### src/rtl/vga_fb_scanout_if.sv
// Framebuffer read bus and buffer-swap handshake between the scanout
// engine and the framebuffer/renderer side.
//   fb_addr   : {buffer select, 15-bit pixel offset} read address
//   fb_rdata  : palette index, valid one cycle after fb_addr
//   swap_req  : request to exchange front and back buffers
//   swap_ack  : one-cycle pulse when the swap takes effect
//   front_buf : index of the buffer currently being scanned out
interface vga_fb_scanout_if;
    logic [15:0] fb_addr;
    logic [7:0]  fb_rdata;
    logic        swap_req;
    logic        swap_ack;
    logic        front_buf;

    modport master (
        output fb_addr,
        input  fb_rdata,
        input  swap_req,
        output swap_ack,
        output front_buf
    );

    modport slave (
        input  fb_addr,
        output fb_rdata,
        output swap_req,
        input  swap_ack,
        input  front_buf
    );
endinterface

### src/rtl/vga_fb_scanout.sv
// Framebuffer scanout: upscales a quarter-resolution, double-buffered,
// palettised framebuffer to the active area of the timing generator.
// Three-stage pipeline (address, RAM data, palette) with sync/enable
// delayed to stay aligned with colour.
//   clk_pix, rst_pix_n          : pixel clock, synchronous active-low reset
//   sx, sy, de, hsync, vsync    : timing generator position and syncs
//   frame                       : pulse on the last pixel of each frame
//   fb                          : framebuffer read bus + swap handshake
//   pal_we, pal_waddr, pal_wdata: palette write port {R,G,B} 4 bits each
//   vga_r/g/b, vga_hsync/vsync  : video out, 3 cycles after the inputs
module vga_fb_scanout #(
    parameter int unsigned H_ACTIVE = 800,
    parameter int unsigned V_ACTIVE = 600,
    parameter int unsigned FB_W     = 200,
    parameter int unsigned FB_H     = 150
) (
    input  logic                    clk_pix,
    input  logic                    rst_pix_n,
    input  logic [9:0]              sx,
    input  logic [9:0]              sy,
    input  logic                    de,
    input  logic                    hsync,
    input  logic                    vsync,
    input  logic                    frame,
    vga_fb_scanout_if.master        fb,
    input  logic                    pal_we,
    input  logic [7:0]              pal_waddr,
    input  logic [11:0]             pal_wdata,
    output logic [3:0]              vga_r,
    output logic [3:0]              vga_g,
    output logic [3:0]              vga_b,
    output logic                    vga_hsync,
    output logic                    vga_vsync
);
    localparam logic [14:0] FB_STEP  = 15'(FB_W);
    localparam logic [14:0] LAST_ROW = 15'(FB_W * (FB_H - 1));
    localparam logic [9:0]  H_LAST   = 10'(H_ACTIVE - 1);
    localparam logic [9:0]  V_END    = 10'(V_ACTIVE);

    logic [14:0] line_base;
    logic [1:0]  sub;
    logic        pending;
    logic        front_q;
    logic        ack_q;
    logic [15:0] addr_q;
    logic [2:0]  de_d;
    logic [2:0]  hs_d;
    logic [2:0]  vs_d;
    logic [11:0] pal_mem [256];
    logic [11:0] pal_q;

    // Row tracking and buffer swap. Frame pulse resets the row and is the
    // only point where the front buffer may change.
    always_ff @(posedge clk_pix) begin
        if (!rst_pix_n) begin
            line_base <= '0;
            sub       <= '0;
            pending   <= 1'b0;
            front_q   <= 1'b0;
            ack_q     <= 1'b0;
        end else begin
            ack_q <= 1'b0;
            if (frame) begin
                line_base <= '0;
                sub       <= '0;
                if (pending || fb.swap_req) begin
                    front_q <= ~front_q;
                    pending <= 1'b0;
                    ack_q   <= 1'b1;
                end
            end else begin
                if (fb.swap_req) begin
                    pending <= 1'b1;
                end
                if (sx == H_LAST && sy < V_END) begin
                    sub <= sub + 2'd1;
                    // Hold on the last row so the base never leaves the buffer
                    // between the final active line and the frame pulse.
                    if (sub == 2'd3 && line_base != LAST_ROW) begin
                        line_base <= line_base + FB_STEP;
                    end
                end
            end
        end
    end

    // Stage 1 address and the sync/enable delay line.
    always_ff @(posedge clk_pix) begin
        if (!rst_pix_n) begin
            addr_q <= '0;
            de_d   <= '0;
            hs_d   <= '1;
            vs_d   <= '1;
        end else begin
            addr_q <= {front_q, line_base + 15'(sx[9:2])};
            de_d   <= {de_d[1:0], de};
            hs_d   <= {hs_d[1:0], hsync};
            vs_d   <= {vs_d[1:0], vsync};
        end
    end

    // Palette RAM: no reset on contents; read-before-write on collision.
    always_ff @(posedge clk_pix) begin
        if (rst_pix_n && pal_we) begin
            pal_mem[pal_waddr] <= pal_wdata;
        end
        pal_q <= pal_mem[fb.fb_rdata];
    end

    assign fb.fb_addr   = addr_q;
    assign fb.front_buf = front_q;
    assign fb.swap_ack  = ack_q;

    assign vga_r     = de_d[2] ? pal_q[11:8] : '0;
    assign vga_g     = de_d[2] ? pal_q[7:4]  : '0;
    assign vga_b     = de_d[2] ? pal_q[3:0]  : '0;
    assign vga_hsync = hs_d[2];
    assign vga_vsync = vs_d[2];
endmodule
### src/flat_wrapper.sv
// flat-port wrapper written by rule: the top's interface ports become plain ports
module vga_fb_scanout_flat 
#(
    parameter int unsigned H_ACTIVE = 800,
    parameter int unsigned V_ACTIVE = 600,
    parameter int unsigned FB_W     = 200,
    parameter int unsigned FB_H     = 150
)
  (clk_pix, rst_pix_n, sx, sy, de, hsync, vsync, frame, pal_we, pal_waddr, pal_wdata, vga_r, vga_g, vga_b, vga_hsync, vga_vsync, fb_fb_addr, fb_fb_rdata, fb_swap_req, fb_swap_ack, fb_front_buf);
  vga_fb_scanout_if fb_i ();
  input  logic clk_pix;
  input  logic rst_pix_n;
  input  logic [9:0] sx;
  input  logic [9:0] sy;
  input  logic de;
  input  logic hsync;
  input  logic vsync;
  input  logic frame;
  input  logic pal_we;
  input  logic [7:0] pal_waddr;
  input  logic [11:0] pal_wdata;
  output logic [3:0] vga_r;
  output logic [3:0] vga_g;
  output logic [3:0] vga_b;
  output logic vga_hsync;
  output logic vga_vsync;
  output wire logic [$bits(fb_i.fb_addr)-1:0] fb_fb_addr;
  input wire logic [$bits(fb_i.fb_rdata)-1:0] fb_fb_rdata;
  input wire logic [$bits(fb_i.swap_req)-1:0] fb_swap_req;
  output wire logic [$bits(fb_i.swap_ack)-1:0] fb_swap_ack;
  output wire logic [$bits(fb_i.front_buf)-1:0] fb_front_buf;
  assign fb_fb_addr = fb_i.fb_addr;
  assign fb_i.fb_rdata = fb_fb_rdata;
  assign fb_i.swap_req = fb_swap_req;
  assign fb_swap_ack = fb_i.swap_ack;
  assign fb_front_buf = fb_i.front_buf;
  vga_fb_scanout #(.H_ACTIVE(H_ACTIVE), .V_ACTIVE(V_ACTIVE), .FB_W(FB_W), .FB_H(FB_H)) u_core (.clk_pix(clk_pix), .rst_pix_n(rst_pix_n), .sx(sx), .sy(sy), .de(de), .hsync(hsync), .vsync(vsync), .frame(frame), .fb(fb_i), .pal_we(pal_we), .pal_waddr(pal_waddr), .pal_wdata(pal_wdata), .vga_r(vga_r), .vga_g(vga_g), .vga_b(vga_b), .vga_hsync(vga_hsync), .vga_vsync(vga_vsync));
endmodule
### config.mk
export PLATFORM = sky130hd
export DESIGN_NAME = vga_fb_scanout_flat
export DESIGN_NICKNAME = d
export VERILOG_FILES = /design/src/rtl/vga_fb_scanout_if.sv /design/src/rtl/vga_fb_scanout.sv /design/src/flat_wrapper.sv
export SDC_FILE = /design/constraint.sdc
export NUM_CORES = 2
export LEC_CHECK = 0
export CAP_MARGIN = 40
export CORE_ASPECT_RATIO = 0.9
export CORE_MARGIN = 5
export CORE_UTILIZATION = 51
export DETAILED_ROUTE_END_ITERATION = 7
export GPL_ROUTABILITY_DRIVEN = 0
export PLACE_DENSITY = 0.69
export SYNTH_ARGS = -nofsm -noshare
export SYNTH_HDL_FRONTEND = slang
export SYNTH_SLANG_ARGS = --single-unit
export TNS_END_PERCENT = 50
### constraint.sdc
create_clock -name clk_pix -period 2.6 [get_ports clk_pix]
set_clock_uncertainty 0.1 [all_clocks]
set_input_delay 0.52 -clock clk_pix [delete_from_list [all_inputs] [get_ports clk_pix]]
set_output_delay 0.52 -clock clk_pix [all_outputs]
set_load 0.005 [all_outputs]
# Yosys cells after proc, flatten, opt, wreduce, memory -nomap -nowiden
# Memory sizes are Yosys's and may differ from the RTL's. A register that Yosys moved wholly into a read port is not among the register bits.
# Index checks and enable logic that the tools add are counted.
[totals] reg_bits=45 ram_bits=3072 input_bits=56 out_inout_bits=32 n_memories=1
[mem_list] memory="u_core.pal_mem" words=256 word_bits=12 rd=1 rd_clocked_by_memory_dff=1 wr=1 line="vga_fb_scanout.sv:49" source="logic [11:0] pal_mem [256];"
[op_classes] add_sub_neg=3 n_lt_le_gt_ge=1 n_eq_ne=4 n_mux=9 bitwise_logic=2 reduce_logical=10
[ops] op="$add A15 B8 Y15" n=1
[ops] op="$add A15 B8 Y15 const B" n=1
[ops] op="$ne A15 B15 Y1 const B" n=1
[ops] op="$mux W4" n=3
[ops] op="$eq A10 B10 Y1 const B" n=1
[ops] op="$lt A10 B10 Y1 const B" n=1
[ops] op="$reduce_and A2 Y1" n=4
[ops] op="$mux W1" n=6
[ops] op="$logic_and A1 B1 Y1" n=3
[ops] op="$add A2 B1 Y2 const B" n=1
[ops] op="$eq A2 B2 Y1 const B" n=1
[ops] op="$ne A2 B1 Y1 const B" n=1
[ops] op="$not A1 Y1" n=2
[ops] op="$reduce_bool A2 Y1" n=1
[ops] op="$reduce_or A2 Y1" n=1
[ops] op="$logic_or A1 B1 Y1" n=1

# Depth between registers and ports, before layout
[depth] word_depth=3 depth_mapped=11 ltp_nobuf=8

# Least setup slack after synthesis
# OpenSTA, ideal clock, no wires.
[synth_timing] path_type="input port to flip-flop" startpoint="input rst_pix_n" endpoint="memory u_core.pal_mem[112][0] (enable)" setup_ns=0.380 arrival_ns=2.140 t_required_ns=2.120 path_slack_ns=-0.020 cell_stages=6 cell_sequence="and2_1 clkbuf_1 buf_1 nand3_1 clkbuf_1 nor2_1"
[synth_via] elab_chain_len=3
[synth_rtl] element="from (decl)" line="flat_wrapper.sv:12" source="input logic rst_pix_n;"
[synth_rtl] element="$logic_and A1 B1 Y1" line="vga_fb_scanout.sv:104" source="if (rst_pix_n && pal_we) begin"
[synth_rtl] element="$mux W1" line="vga_fb_scanout.sv:104"
[synth_rtl] element="$mux W1 (implied by the code)" line="vga_fb_scanout.sv:105" source="pal_mem[pal_waddr] <= pal_wdata;"
[synth_rtl] element="to (decl)" line="vga_fb_scanout.sv:49"
# Every way passes these cells.

==> flow_summary_export.csv <==
group,metric,value,unit
run_status,outcome,"finished with violations",
run_status,violations,"negative setup slack",
detailed_routing,drc,0,
pwr,comb_power_share,5.7,%
floorplan,core,233100,um^2
floorplan,start_util,51.26,%
synthesis,yosysUniqueCellTypes,61,
critical_path,required,3.32,ns
pwr,leakage,46.65,nW
sta,max_slew.worst_pin.slew,0.8573,ns
floorplan,die_y,469.2,um
worst_hold_path,worstHoldPathCells,2,
floorplan,row_count,168,
critical_path,path_class,"in -> reg",
grt,grt_pass1_wl,450.7,mm
sta,layout_setup_ws,-0.05175,ns
placed_design,dp.cells,9384,
placed_design,dp_hpwl,200.3,mm
worst_hold_path,min_path_type,"in -> reg",
synthesis,synth_top_area_share,77.20,%
detailed_routing,drt_iter0_drc,9352,
grt,grt-ovfl-total,0,
detailed_routing,avgViaCountPerCell,6.368,
sta,rsz0062_at_grt,"no",
placed_design,placed_cell_area,133800,um^2
finish,num-fill-cells,15513,
grt,antenna_found_initial,14,
clock_tree,h-tree-depth,5,
grt,grt_pass1_vias,62836,
sta,final-hold-violation-count,0,
detailed_routing,vias,63260,
clock_tree,clkTransAtPathRegs,0.06,ns
finish,final_common_cell,"edfxtp_1",
finish,final-seq-area,93330,um^2
sta,finalSetupViolCount,1,
synthesis,avgSynthCellArea,21.53,um^2
pwr,pwr-share-seq,53.2,%
critical_path,arrival,3.37,ns
finish,nets,6716,
synthesis,yosysSeqAreaShare,78.11,%
critical_path,rrSetupSlack,0.10,ns
synthesis,synth_area_leaders,"edfxtp_1 (77%), mux4_2 (13%), a22oi_1 (1.6%)",
sta,final_max_slew_viol_count,0,
critical_path,crit_fanout,11,
pwr,ir_drop,0.7748,mV
sta,clock.fmax,0.3771,GHz
synthesis,synth_edf_count,3072,
finish,multi_input_area,24530,um^2
floorplan,ioPinCount,88,
pwr,pwr-share-clk,41.1,%
detailed_routing,finalWirelength,313.2,mm
critical_path,path_cells,"clkdlybuf4s50_1 > buf_12 > buf_4 > nor2b_1 > buf_4 > buf_4 > a21boi_0 > buf_4 > a31oi_1 > nor4_1 > buf_4 > nor4_2",
finish,final_cell_mix,"edfxtp_1 (3072), buf_4 (743), mux4_2 (672)",
finish,fin_cells,9934,
finish,fin_util,61.63,%
critical_path,cp_slowest_stage_delay,0.60,ns
critical_path,start_kind,"input pin",
synthesis,yosysWarnings,0,
clock_tree,clock-sinks,3126,
synthesis,synthesis.instances,5549,
pwr,power.internal,82.52,mW
pwr,switching_share,20.88,%
sta,post-route-period-util,102.0,%
detailed_routing,drt_pass1_iterations,5,
critical_path,critPathCaptureType,"flip-flop",
critical_path,reg2reg_depth,7,
critical_path,crit_top_cell,"buf_4",
synthesis,yosysTopAreaCell,"edfxtp_1",
finish,drive_above_1_share,31.92,%
clock_tree,cts_tree,"yes",
pwr,power_switching,21.78,mW
synthesis,synth-main-ff-cell,"edfxtp_1",
clock_tree,clock_path_buffers,4,
synthesis,netlist_area,119500,um^2
synthesis,ys_seq_elements,3126,
pwr,powerDensity,726.0,nW/um^2
critical_path,crit_slowest_cell,"nor4_1",
grt,grtUsageTotal,25.42,%
run,maxCapViolations,0,
synthesis,async_flop_share,0,%
clock_tree,worstSkewPairLatency,0.93,ns
grt,grt_max_degree,87,
sta,max-slew-margin-rel,42.85,%
detailed_routing,detail_route.wl_per_cell,31.53,um
floorplan,die_x,520.2,um
clock_tree,numCtsBuffers,308,
floorplan,die_area,244100,um^2
sta,finalCriticalPeriod,2.652,ns
detailed_routing,antenna_left,0,
synthesis,syn_nets,5614,
placed_design,numPortBuffers,84,
finish,fin_area,143700,um^2
finish,syn2layout_area_growth,20.24,%
clock_tree,cts-root-buf,"clkbuf_16",
## sequential cells by signal (all words and copies together), names as in the netlist
register	count
u_core.line_base	12
u_core.vs_d	3
u_core.pending	1
u_core.hs_d	3
u_core.fb.swap_ack	1
u_core.sub	2
u_core.pal_q	12
u_core.fb.front_buf	1
u_core.pal_mem	3072
u_core.de_d	3
u_core.fb.fb_addr	16
## cells in the mapped netlist (all sizes together), types with 5 or more instances
library cell  count
a211o             5
a211oi           18
a21oi           174
a221oi           24
a22o             40
a22oi           256
a31oi            11
and2             25
buf             179
clkbuf          159
dfxtp            54
edfxtp         3072
ha                8
inv               8
mux2              9
mux2i           170
mux4            672
nand2            44
nand2b           14
nand3            28
nand4            12
nor2            291
nor2b            16
nor3             12
nor4             38
o21ai            33
o221ai           59
o22ai            37
o31ai            11
o32ai            13
or3               7
xnor2             8
xor2              7
## cells by family after synthesis
logic type | after synthesis | share of synthesized area (%)
and+or+nand+nor | 506 | 1.934
DFF | 3126 | 78.11
muxes | 851 | 14.17
AOI/OAI and AO/OA | 696 | 4.071
xor gates and xnor gates | 15 | 0.1099
adders and majority gates | 9 | 0.1005
buffers and inverters | 346 | 1.504
## critical path: cells and delay by family
family	cells	cell delay, ns
AOI/OAI and AO/OA	2	0.33
and+or+nand+nor	3	0.82
buffers and inverters	7	1.68
## worst paths after layout
check | start | endpoint
worst max register to register | u_core.pal_mem[83][1]$_DFFE_PP_ | u_core.pal_q[1]$_DFF_P_
worst min register to register | u_core.hs_d[0]$_SDFF_PN1_ | u_core.hs_d[1]$_SDFF_PN1_
worst min-delay path | vsync | u_core.vs_d[0]$_SDFF_PN1_
worst max-delay path | fb_fb_rdata[7] | u_core.pal_q[5]$_DFF_P_
## cell type report
type                            count  share of cell area (%)
Sequential cell                  3126                   64.96
Multi-Input combinational cell   2077                   17.07
Timing Repair Buffer             1130                   8.647
Clock buffer                      378                   5.673
Tap cell                         3060                   2.665
Clock inverter                    148                  0.9466
Inverter                            8                 0.02090
Antenna cell                        7                 0.01219
## metrics by stage
| stage | power (mW) | TNS, ns | hold WS, ns | setup WS (ns) |
|---|---|---|---|---|
| 2_1_floorplan | 59.00 | -17.92 | 0.2863 | -0.01985 |
| 3_3_place_gp | 62.27 | -243.27 | 0.2894 | -2.227 |
| 3_5_place_dp | 62.37 | -303.23 | 0.2972 | -1.117 |
| 4_1_cts | 104.7 | -0.06095 | 0.009174 | -0.06010 |
| 5_1_grt | 107.2 | 0 | 0.02995 | 0.005143 |
| 6_report | 104.3 | -0.05175 | 0.06960 | -0.05175 |
## layer usage
| metal | GRT usage, % | vias up | routed length [um] |
|---|---|---|---|
| li1 | - | 25688 | - |
| met1 | 37.32 | 33168 | 122600 |
| met2 | 38.51 | 3816 | 146500 |
| met3 | 5.875 | 582 | 33950 |
| met4 | 7.869 | 6 | 10160 |
| met5 | 0 | - | 36 |
## power by group through the flow
stage          Clock, mW  Combinational (mW)  Sequential [mW]
2_1_floorplan          0                2.49             56.5
3_3_place_gp           0                5.73             56.5
3_5_place_dp           0                5.83             56.5
4_1_cts             43.4                5.90             55.5
5_1_grt             45.6                6.19             55.4
6_report            42.9                5.96             55.5
## what timing repair did
action / in CTS / in global routing
setup endpoints to repair: 16 / 12
hold buffers: 12 / 0
cloned: 1 / 1
endpoints found under the hold margin: 473 / 0
setup buffers: 3 / 0
resized for setup: 72 / 16
pin swaps: 0 / 1
(Power assumes the default switching activity.)
